[src/rtl/tx_arb_pkg.sv]
// tx_arb_pkg: shared types and defaults for the transmit arbiter.
// Imported by tx_arbiter.
package tx_arb_pkg;

    typedef enum logic [1:0] {IDLE, LOAD, WAIT, DONE} tx_arb_state_t;

    localparam int DEFAULT_DATA_W = 8;

endpackage

[src/rtl/tx_arbiter_rr_pick.sv]
// rr_pick: combinational round-robin picker.
// Scans req upward from ptr, wrapping; returns one-hot grant and index.
module rr_pick #(
    parameter int N  = 4,
    parameter int PW = (N > 1) ? $clog2(N) : 1
) (
    input  logic [N-1:0]  req,
    input  logic [PW-1:0] ptr,
    output logic [N-1:0]  grant,
    output logic [PW-1:0] idx
);

    // first set request at or above ptr, wrapping modulo N
    always_comb begin
        logic found;
        int   j;
        grant = '0;
        idx   = '0;
        found = 1'b0;
        j     = 0;
        for (int i = 0; i < N; i++) begin
            j = int'(ptr) + i;
            if (j >= N) j = j - N;
            if (!found && req[j]) begin
                found    = 1'b1;
                grant[j] = 1'b1;
                idx      = PW'(j);
            end
        end
    end

endmodule

[src/rtl/tx_arbiter.sv]
// tx_arbiter: round-robin sharing of one serial transmitter.
// Optional WAIT timeout with err_o when TX_ARB_TIMEOUT_EN is defined.
module tx_arbiter
    import tx_arb_pkg::*;
#(
    parameter int N_REQ       = 4,
    parameter int DATA_W      = DEFAULT_DATA_W,
    parameter int TIMEOUT_CYC = 64
) (
    input  logic                    clk_i,
    input  logic                    rst_i,
    input  logic [N_REQ-1:0]        req_i,
    input  logic [N_REQ*DATA_W-1:0] data_i,
    output logic [N_REQ-1:0]        ack_o,
    output logic [N_REQ-1:0]        grant_o,
    output logic                    busy_o,
    output logic                    tx_en_o,
    output logic                    tx_load_o,
    output logic [DATA_W-1:0]       tx_data_o,
    input  logic                    tx_char_sent_i
`ifdef TX_ARB_TIMEOUT_EN
    ,
    output logic                    err_o
`endif
);

    localparam int PW = $clog2(N_REQ);

    if (N_REQ < 2 || N_REQ > 8) begin : g_bad_n
        $error("tx_arbiter: N_REQ must be 2..8");
    end
    if (TIMEOUT_CYC < 1) begin : g_bad_t
        $error("tx_arbiter: TIMEOUT_CYC must be >= 1");
    end

    tx_arb_state_t     state;
    logic [PW-1:0]     ptr;
    logic [PW-1:0]     gidx;
    logic              sent_q;
    logic              sent_edge;
    logic [N_REQ-1:0]  pick_grant;
    logic [PW-1:0]     pick_idx;
    logic [PW-1:0]     ptr_next;

`ifdef TX_ARB_TIMEOUT_EN
    localparam int CW = $clog2(TIMEOUT_CYC + 1);
    logic [CW-1:0] cnt;
    logic          expired;
    assign expired = (cnt == CW'(TIMEOUT_CYC - 1));
`endif

    rr_pick #(
        .N  (N_REQ),
        .PW (PW)
    ) u_pick (
        .req   (req_i),
        .ptr   (ptr),
        .grant (pick_grant),
        .idx   (pick_idx)
    );

    assign sent_edge = tx_char_sent_i & ~sent_q;
    assign busy_o    = (state != IDLE);
    assign ptr_next  = (gidx == PW'(N_REQ - 1)) ? '0 : gidx + 1'b1;

    // char_sent history for rising-edge detection
    always_ff @(posedge clk_i) begin
        if (rst_i) sent_q <= 1'b0;
        else       sent_q <= tx_char_sent_i;
    end

    // arbitration FSM with registered transmitter controls
    always_ff @(posedge clk_i) begin
        if (rst_i) begin
            state     <= IDLE;
            ptr       <= '0;
            gidx      <= '0;
            grant_o   <= '0;
            ack_o     <= '0;
            tx_en_o   <= 1'b0;
            tx_load_o <= 1'b0;
            tx_data_o <= '0;
`ifdef TX_ARB_TIMEOUT_EN
            cnt       <= '0;
            err_o     <= 1'b0;
`endif
        end else begin
            unique case (state)
                IDLE: begin
                    ack_o <= '0;
                    if (|req_i) begin
                        grant_o   <= pick_grant;
                        gidx      <= pick_idx;
                        tx_data_o <= data_i[int'(pick_idx)*DATA_W +: DATA_W];
                        tx_load_o <= 1'b1;
                        tx_en_o   <= 1'b1;
                        state     <= LOAD;
                    end
                end
                LOAD: begin
                    tx_load_o <= 1'b0;
`ifdef TX_ARB_TIMEOUT_EN
                    cnt       <= '0;
`endif
                    state     <= WAIT;
                end
                WAIT: begin
`ifdef TX_ARB_TIMEOUT_EN
                    cnt <= cnt + 1'b1;
                    if (sent_edge || expired) begin
                        err_o   <= ~sent_edge;
                        ack_o   <= grant_o;
                        grant_o <= '0;
                        tx_en_o <= 1'b0;
                        state   <= DONE;
                    end
`else
                    if (sent_edge) begin
                        ack_o   <= grant_o;
                        grant_o <= '0;
                        tx_en_o <= 1'b0;
                        state   <= DONE;
                    end
`endif
                end
                DONE: begin
                    ack_o <= '0;
                    ptr   <= ptr_next;
`ifdef TX_ARB_TIMEOUT_EN
                    err_o <= 1'b0;
`endif
                    state <= IDLE;
                end
                default: state <= IDLE;
            endcase
        end
    end

endmodule

[config.mk]
export PLATFORM = sky130hd
export DESIGN_NAME = tx_arbiter
export DESIGN_NICKNAME = d
export VERILOG_FILES = /design/src/rtl/tx_arb_pkg.sv /design/src/rtl/tx_arbiter_rr_pick.sv /design/src/rtl/tx_arbiter.sv
export SDC_FILE = /design/constraint.sdc
export NUM_CORES = 1
export LEC_CHECK = 0
export ABC_AREA = 0
export BUFFER_PORTS_ARGS = -buffer_cell sky130_fd_sc_hd__buf_2
export CAP_MARGIN = 25
export CORE_AREA = 4 4 88 90
export CTS_CLUSTER_DIAMETER = 100
export DETAILED_ROUTE_END_ITERATION = 10
export DIE_AREA = 0 0 92 94
export HOLD_SLACK_MARGIN = 0.06
export PLACE_DENSITY_LB_ADDON = 0.05
export SLEW_MARGIN = 20
export SYNTH_ARGS = -nofsm -noshare
export SYNTH_HDL_FRONTEND = slang
export SYNTH_SLANG_ARGS = --single-unit
[constraint.sdc]
create_clock -name clk_i -period 4 [get_ports clk_i]
set_clock_uncertainty 0.1 [all_clocks]
set_input_delay 0.8 -clock clk_i [delete_from_list [all_inputs] [get_ports clk_i]]
set_output_delay 0.8 -clock clk_i [all_outputs]
set_load 0.02 [all_outputs]
==> impl_metrics.csv, run 1 <==
group,metric,value,unit
run_status,outcome,"completed",
cts,clock_latency,0.27,ns
yosys,synth_edf_count,0,
cells_and_area,layout_common_cells,"buf_2 (57), nand2_1 (28), nor2_1 (26), dfxtp_1 (25), a21oi_1 (17)",
setup_path,crit_chain,"inv_2 -> ha_1 -> mux4_2 -> nor2b_4 -> nor2_8 -> o22ai_2 -> mux2i_1 -> o221ai_1",
route,wl_per_cell,15.1,um
yosys,synth.yosys.seq_area_share,0.247,
route,drt_iter0_drc,84,
sta,final.setup.tns,0,ns
global_routing,track_usage,0.132,
cts,worst_setup_hold_path_clk_slew,0.09,ns
cts,postCtsHoldBufs,0,
cells_and_area,n_antenna_cell,0,
global_routing,grt_max_degree,38,
yosys,synthDistinctLibCells,46,
route,drc_errors,0,
setup_path,start_kind,"flip-flop",
yosys,netlist.area_leader.share,0.247,
sta,period_minus_slack,3.30,ns
sta,hold_violations,0,
cts,post-cts-setup-buffer-count,0,
global_routing,grt_pass1_wl,9.23,mm
floorplanning,fp-row-count,31,
sta,fmax,303,MHz
sta,slew_violations,0,
cells_and_area,nets,330,
setup_path,worstPathRequired,4.04,ns
cts,clock_sinks,25,
cts,clock_path_buffers,2,
yosys,syn_inst,235,
setup_path,crit_path_max_incr_delay,0.65,ns
route,via_per_inst,4.98,
yosys,synth_top_cell_by_area,"dfxtp_1",
power,ir_worst_vdd,0.000248,V
sta,post-route-period-util,0.826,
floorplanning,die_w,92,um
cts,h-tree-depth,1,
global_routing,antenna_found_initial,0,
floorplanning,io_pins,58,
sta,max-slew-margin-rel,0.497,
sta,worst_slew_pin_slew,0.754,ns
floorplanning,initial_core_util,0.287,
yosys,yosysWarnings,0,
setup_path,arrival,3.35,ns
worst_hold_path,hold_class,"flip-flop to flip-flop",
cells_and_area,final_common_cell,"buf_2",
route,vias,1888,
setup_path,worstSetupEndpointType,"flip-flop",
yosys,synth-seq-cells,25,
place,gp_congestion,0.789,
route,drt-total-wl,5.71,mm
cells_and_area,area_growth,18.1,%
global_routing,grt_overflow,0,
floorplanning,die_area,8650,um2
power,leakage,0.988,nW
sta,setup_viol,0,
cells_and_area,drive_gt1_frac,0.304,
setup_path,crit_slowest_cell,"mux4_2",
power,power.density,558,nW/um2
yosys,synth_area,2030,um2
cells_and_area,utilization,0.339,
setup_path,critical_path_class,"flip-flop to flip-flop",
global_routing,grt_pass1_vias,1780,
setup_path,crit_fanout,10,
yosys,synth-main-ff-cell,"dfxtp_1",
yosys,async_flop_share,0,
yosys,yosys-top-cells-area,"dfxtp_1 (25%), mux2i_1 (6.9%), ha_1 (6.2%), mux2_4 (5.9%), nand2_1 (5.2%)",
route,ant_nets,0,
cts,post_cts_resized,0,
sta,rsz0062_at_grt,"false",
route,firstDrtPassIters,4,
job,max-cap-violations,0,
yosys,synth_nets,284,
cts,root_buffer,"clkbuf_8",
cts,numCtsBuffers,3,
place,portBuffers,57,
floorplanning,die_h,94,um
cts,cts_tree,"yes",
yosys,synth_area_per_cell,8.62,um2
place,dp_hpwl,4.32,mm
floorplanning,core_area,7060,um2
## cells in the mapped netlist, types with 5 or more instances
| master | instances |
|---|---|
| o22ai_1 | 5 |
| mux2i_1 | 14 |
| o221ai_1 | 8 |
| mux2_4 | 8 |
| o211ai_1 | 9 |
| clkbuf_1 | 8 |
| nand2_1 | 28 |
| nor2_1 | 26 |
| inv_1 | 10 |
| ha_1 | 10 |
| dfxtp_1 | 25 |
| a21oi_1 | 17 |
| a221oi_1 | 11 |
## report_power, final
group | internal, mW | switching [mW] | total [mW]
clock network | 0.0712 | 0.0796 | 0.151
logic | 0.308 | 0.493 | 0.801
registers | 0.332 | 0.0506 | 0.383
## final timing paths
path / from / end / slack (ns) / cells after the start
max: ptr[0] / tx_data_o[4] / 0.70 / 8
min: ack_o[2] / ack_o[2] / 0.35 / 2
max reg2reg: ptr[0] / tx_data_o[4] / 0.70 / 8
min reg2reg: ack_o[2] / ack_o[2] / 0.35 / 2
## registers in the layout (all words and copies together) (netlist names)
name	flops
tx_data_o	8
ack_o	4
grant_o	4
gidx	2
ptr	2
state	2
sent_q	1
tx_en_o	1
tx_load_o	1
## stage by stage
stage	setup slack, ns	area, um2	instances	power (mW)	hold slack [ns]
floorplan	1.17	2030	235	0.994	0.394
global placement	0.708	2350	375	1.21	0.341
detailed placement	0.667	2350	375	1.20	0.346
CTS	0.637	2390	379	1.36	0.357
global route	0.452	2390	379	1.47	0.384
finish	0.695	2390	379	1.34	0.353
## logic make-up (layout without fill, tap and decap cells)
group	count (synthesis)	after routing	synth area share
AND/OR/NAND/NOR	77	77	0.191
AO/OA/AOI/OAI	67	67	0.256
buffers and inverters	29	74	0.0710
multiplexers	27	27	0.173
flip-flops	25	25	0.247
adder cells (fa/ha/maj)	10	10	0.0618
## routing by layer
| layer | GRT usage | vias up | routed length (um) |
|---|---|---|---|
| met2 | 0.222 | 54 | 2710 |
| met1 | 0.176 | 869 | 2650 |
| met3 | 0.0321 | 2 | 329 |
| met5 | 0 | - | 0 |
| li1 | - | 963 | - |
| met4 | 0.0186 | 0 | 21 |
## layout make-up
| type | count | area, um2 |
|---|---|---|
| Fill cell | 753 | 4670 |
| Clock buffer | 4 | 45.0 |
| Tap cell | 99 | 124 |
| Multi-Input combinational cell | 181 | 1380 |
| Inverter | 11 | 41.3 |
| Timing Repair Buffer | 59 | 300 |
| Sequential cell | 25 | 500 |
## worst max-delay path: cells and delay by family (launching register included)
| family | cells | cell delay (ns) |
|---|---|---|
| AOI/OAI and AO/OA | 2 | 0.74 |
| adders and majority gates | 1 | 0.52 |
| buffers and inverters | 1 | 0.10 |
| DFF | 1 | 0.35 |
| muxes | 2 | 0.98 |
| and+or+nand+nor | 2 | 0.38 |
(Power assumes the default switching activity.)
==> inputs of run 2 (changes only) <==
Clock period 4 ns to 2.7 ns, I/O delays scaled along.
==> impl_metrics.csv, run 2 (synthesis results as in run 1) <==
group,metric,value,unit
run_status,outcome,"completed",
setup_path,reg2reg_slack,0.14,ns
setup_path,arrival,2.66,ns
power,power.density,826,nW/um2
cells_and_area,area_growth,27.0,%
setup_path,crit_slowest_cell,"or4b_1",
sta,slew_violations,0,
sta,rsz0062_at_grt,"false",
cts,clock_sinks,25,
setup_path,crit_fanout,9,
cells_and_area,drive_gt1_frac,0.372,
setup_path,worstPathRequired,2.81,ns
global_routing,antenna_found_initial,0,
global_routing,grt_max_degree,21,
global_routing,track_usage,0.137,
sta,setup_viol,0,
sta,final.setup.tns,0,ns
cells_and_area,nets,348,
worst_hold_path,hold_class,"flip-flop to flip-flop",
cells_and_area,regMostFlops,"tx_data_o",
floorplanning,io_pins,58,
cts,root_buffer,"clkbuf_8",
floorplanning,die_area,8650,um2
route,drt-total-wl,5.87,mm
sta,hold_violations,0,
sta,worst_slew_pin_slew,0.671,ns
place,portBuffers,57,
cts,clock_latency,0.28,ns
floorplanning,core_area,7060,um2
route,drc_errors,0,
power,ir_worst_vdd,0.000459,V
sta,fmax,391,MHz
route,ant_nets,0,
cts,numCtsBuffers,3,
place,dp_cells,391,
setup_path,crit_path_max_incr_delay,0.49,ns
global_routing,grt_pass1_vias,1853,
route,firstDrtPassIters,4,
global_routing,grt_overflow,0,
place,dp_hpwl,4.45,mm
sta,period_minus_slack,2.56,ns
cells_and_area,design_area,2570,um2
setup_path,r2r_cells,9,
cells_and_area,largestRegisters,"tx_data_o x8, ack_o x4, grant_o x4",
place,gp_congestion,0.783,
cells_and_area,n_antenna_cell,0,
power,power,2.12,mW
power,leakage,1.09,nW
global_routing,grt_pass1_wl,9.51,mm
setup_path,critical_path_class,"flip-flop to flip-flop",
worst_hold_path,hold_path_depth,2,
floorplanning,fp-row-count,31,
job,max-cap-violations,0,
route,wl_per_cell,14.8,um
sta,max-slew-margin-rel,0.551,
cts,postCtsHoldBufs,0,
floorplanning,die_h,94,um
cells_and_area,largest_register_ffs,8,
route,drt_iter0_drc,91,
route,vias,1953,
cts,clock_path_buffers,2,
setup_path,worstSetupEndpointType,"flip-flop",
cts,cts_tree,"yes",
cells_and_area,layout_common_cells,"buf_2 (57), nand2_1 (27), nor2_1 (26), dfxtp_1 (23), buf_4 (19)",
cells_and_area,nFillCells,766,
sta,post-route-period-util,0.947,
place,placed_area,2480,um2
cells_and_area,instances_no_fill,397,
cts,worst_setup_hold_path_clk_slew,0.11,ns
floorplanning,die_w,92,um
setup_path,start_kind,"flip-flop",
route,via_per_inst,4.92,
floorplanning,initial_core_util,0.287,
setup_path,crit_chain,"inv_4 -> ha_1 -> buf_4 -> or4b_1 -> nor3_1 -> nor3_2 -> a32o_2 -> nand2b_4 -> o221ai_1",
cells_and_area,final_common_cell,"buf_2",
cts,h-tree-depth,1,
[run 2: changes by cell type in the layout (fill, tap and decap cells not counted), sizes merged]
| cell | change |
|---|---|
| clkbuf | -1 |
| inv | +1 |
| buf | +18 |
[run 2: layer usage]
metal	track usage	vias to the layer above	wire length [um]
met1	0.184	924	2750
met3	0.0216	2	170
met4	0.0198	0	23
met2	0.238	28	2920
met5	0	-	0
li1	-	999	-
[run 2: power breakdown]
group	total, mW	switching, mW	internal [mW]
clock network	0.255	0.147	0.109
registers	0.566	0.0735	0.493
logic	1.30	0.761	0.541
[run 2: final timing paths]
path              startpoint           end
hold reg to reg     ack_o[2]      ack_o[2]
setup / recovery      ptr[0]  tx_data_o[3]
hold / removal      ack_o[2]      ack_o[2]
setup reg to reg      ptr[0]  tx_data_o[3]
[run 2: cell type report]
| cell class | count | area [um2] | share of cell area |
|---|---|---|---|
| Clock buffer | 3 | 41.3 | 0.0161 |
| Clock inverter | 1 | 8.76 | 0.00340 |
| Inverter | 11 | 43.8 | 0.0170 |
| Multi-Input combinational cell | 181 | 1400 | 0.546 |
| Sequential cell | 25 | 503 | 0.196 |
| Tap cell | 99 | 124 | 0.0482 |
| Timing Repair Buffer | 77 | 448 | 0.174 |
[run 2: timing repair]
action                                  in CTS  in global routing
setup buffers                                0                  2
pin swaps                                    0                  1
endpoints found under the setup margin       8                  8
resized for setup                            1                  4
[run 2: stage by stage]
stage | setup slack, ns | hold slack [ns] | utilization
6_report | 0.144 | 0.359 | 0.364
5_1_grt | 0.00925 | 0.379 | 0.364
4_1_cts | 0.0595 | 0.363 | 0.359
3_5_place_dp | -0.00709 | 0.344 | 0.352
3_3_place_gp | 0.0293 | 0.341 | 0.352
2_1_floorplan | -0.0115 | 0.394 | -
[run 2: worst max-delay path, delay by kind of cell (launching register included)]
| kind | cells | cell delay (ns) |
|---|---|---|
| compound gates | 2 | 0.48 |
| fa+ha+maj | 1 | 0.31 |
| simple gates | 4 | 1.01 |
| buf+inv | 2 | 0.21 |
| flops | 1 | 0.36 |
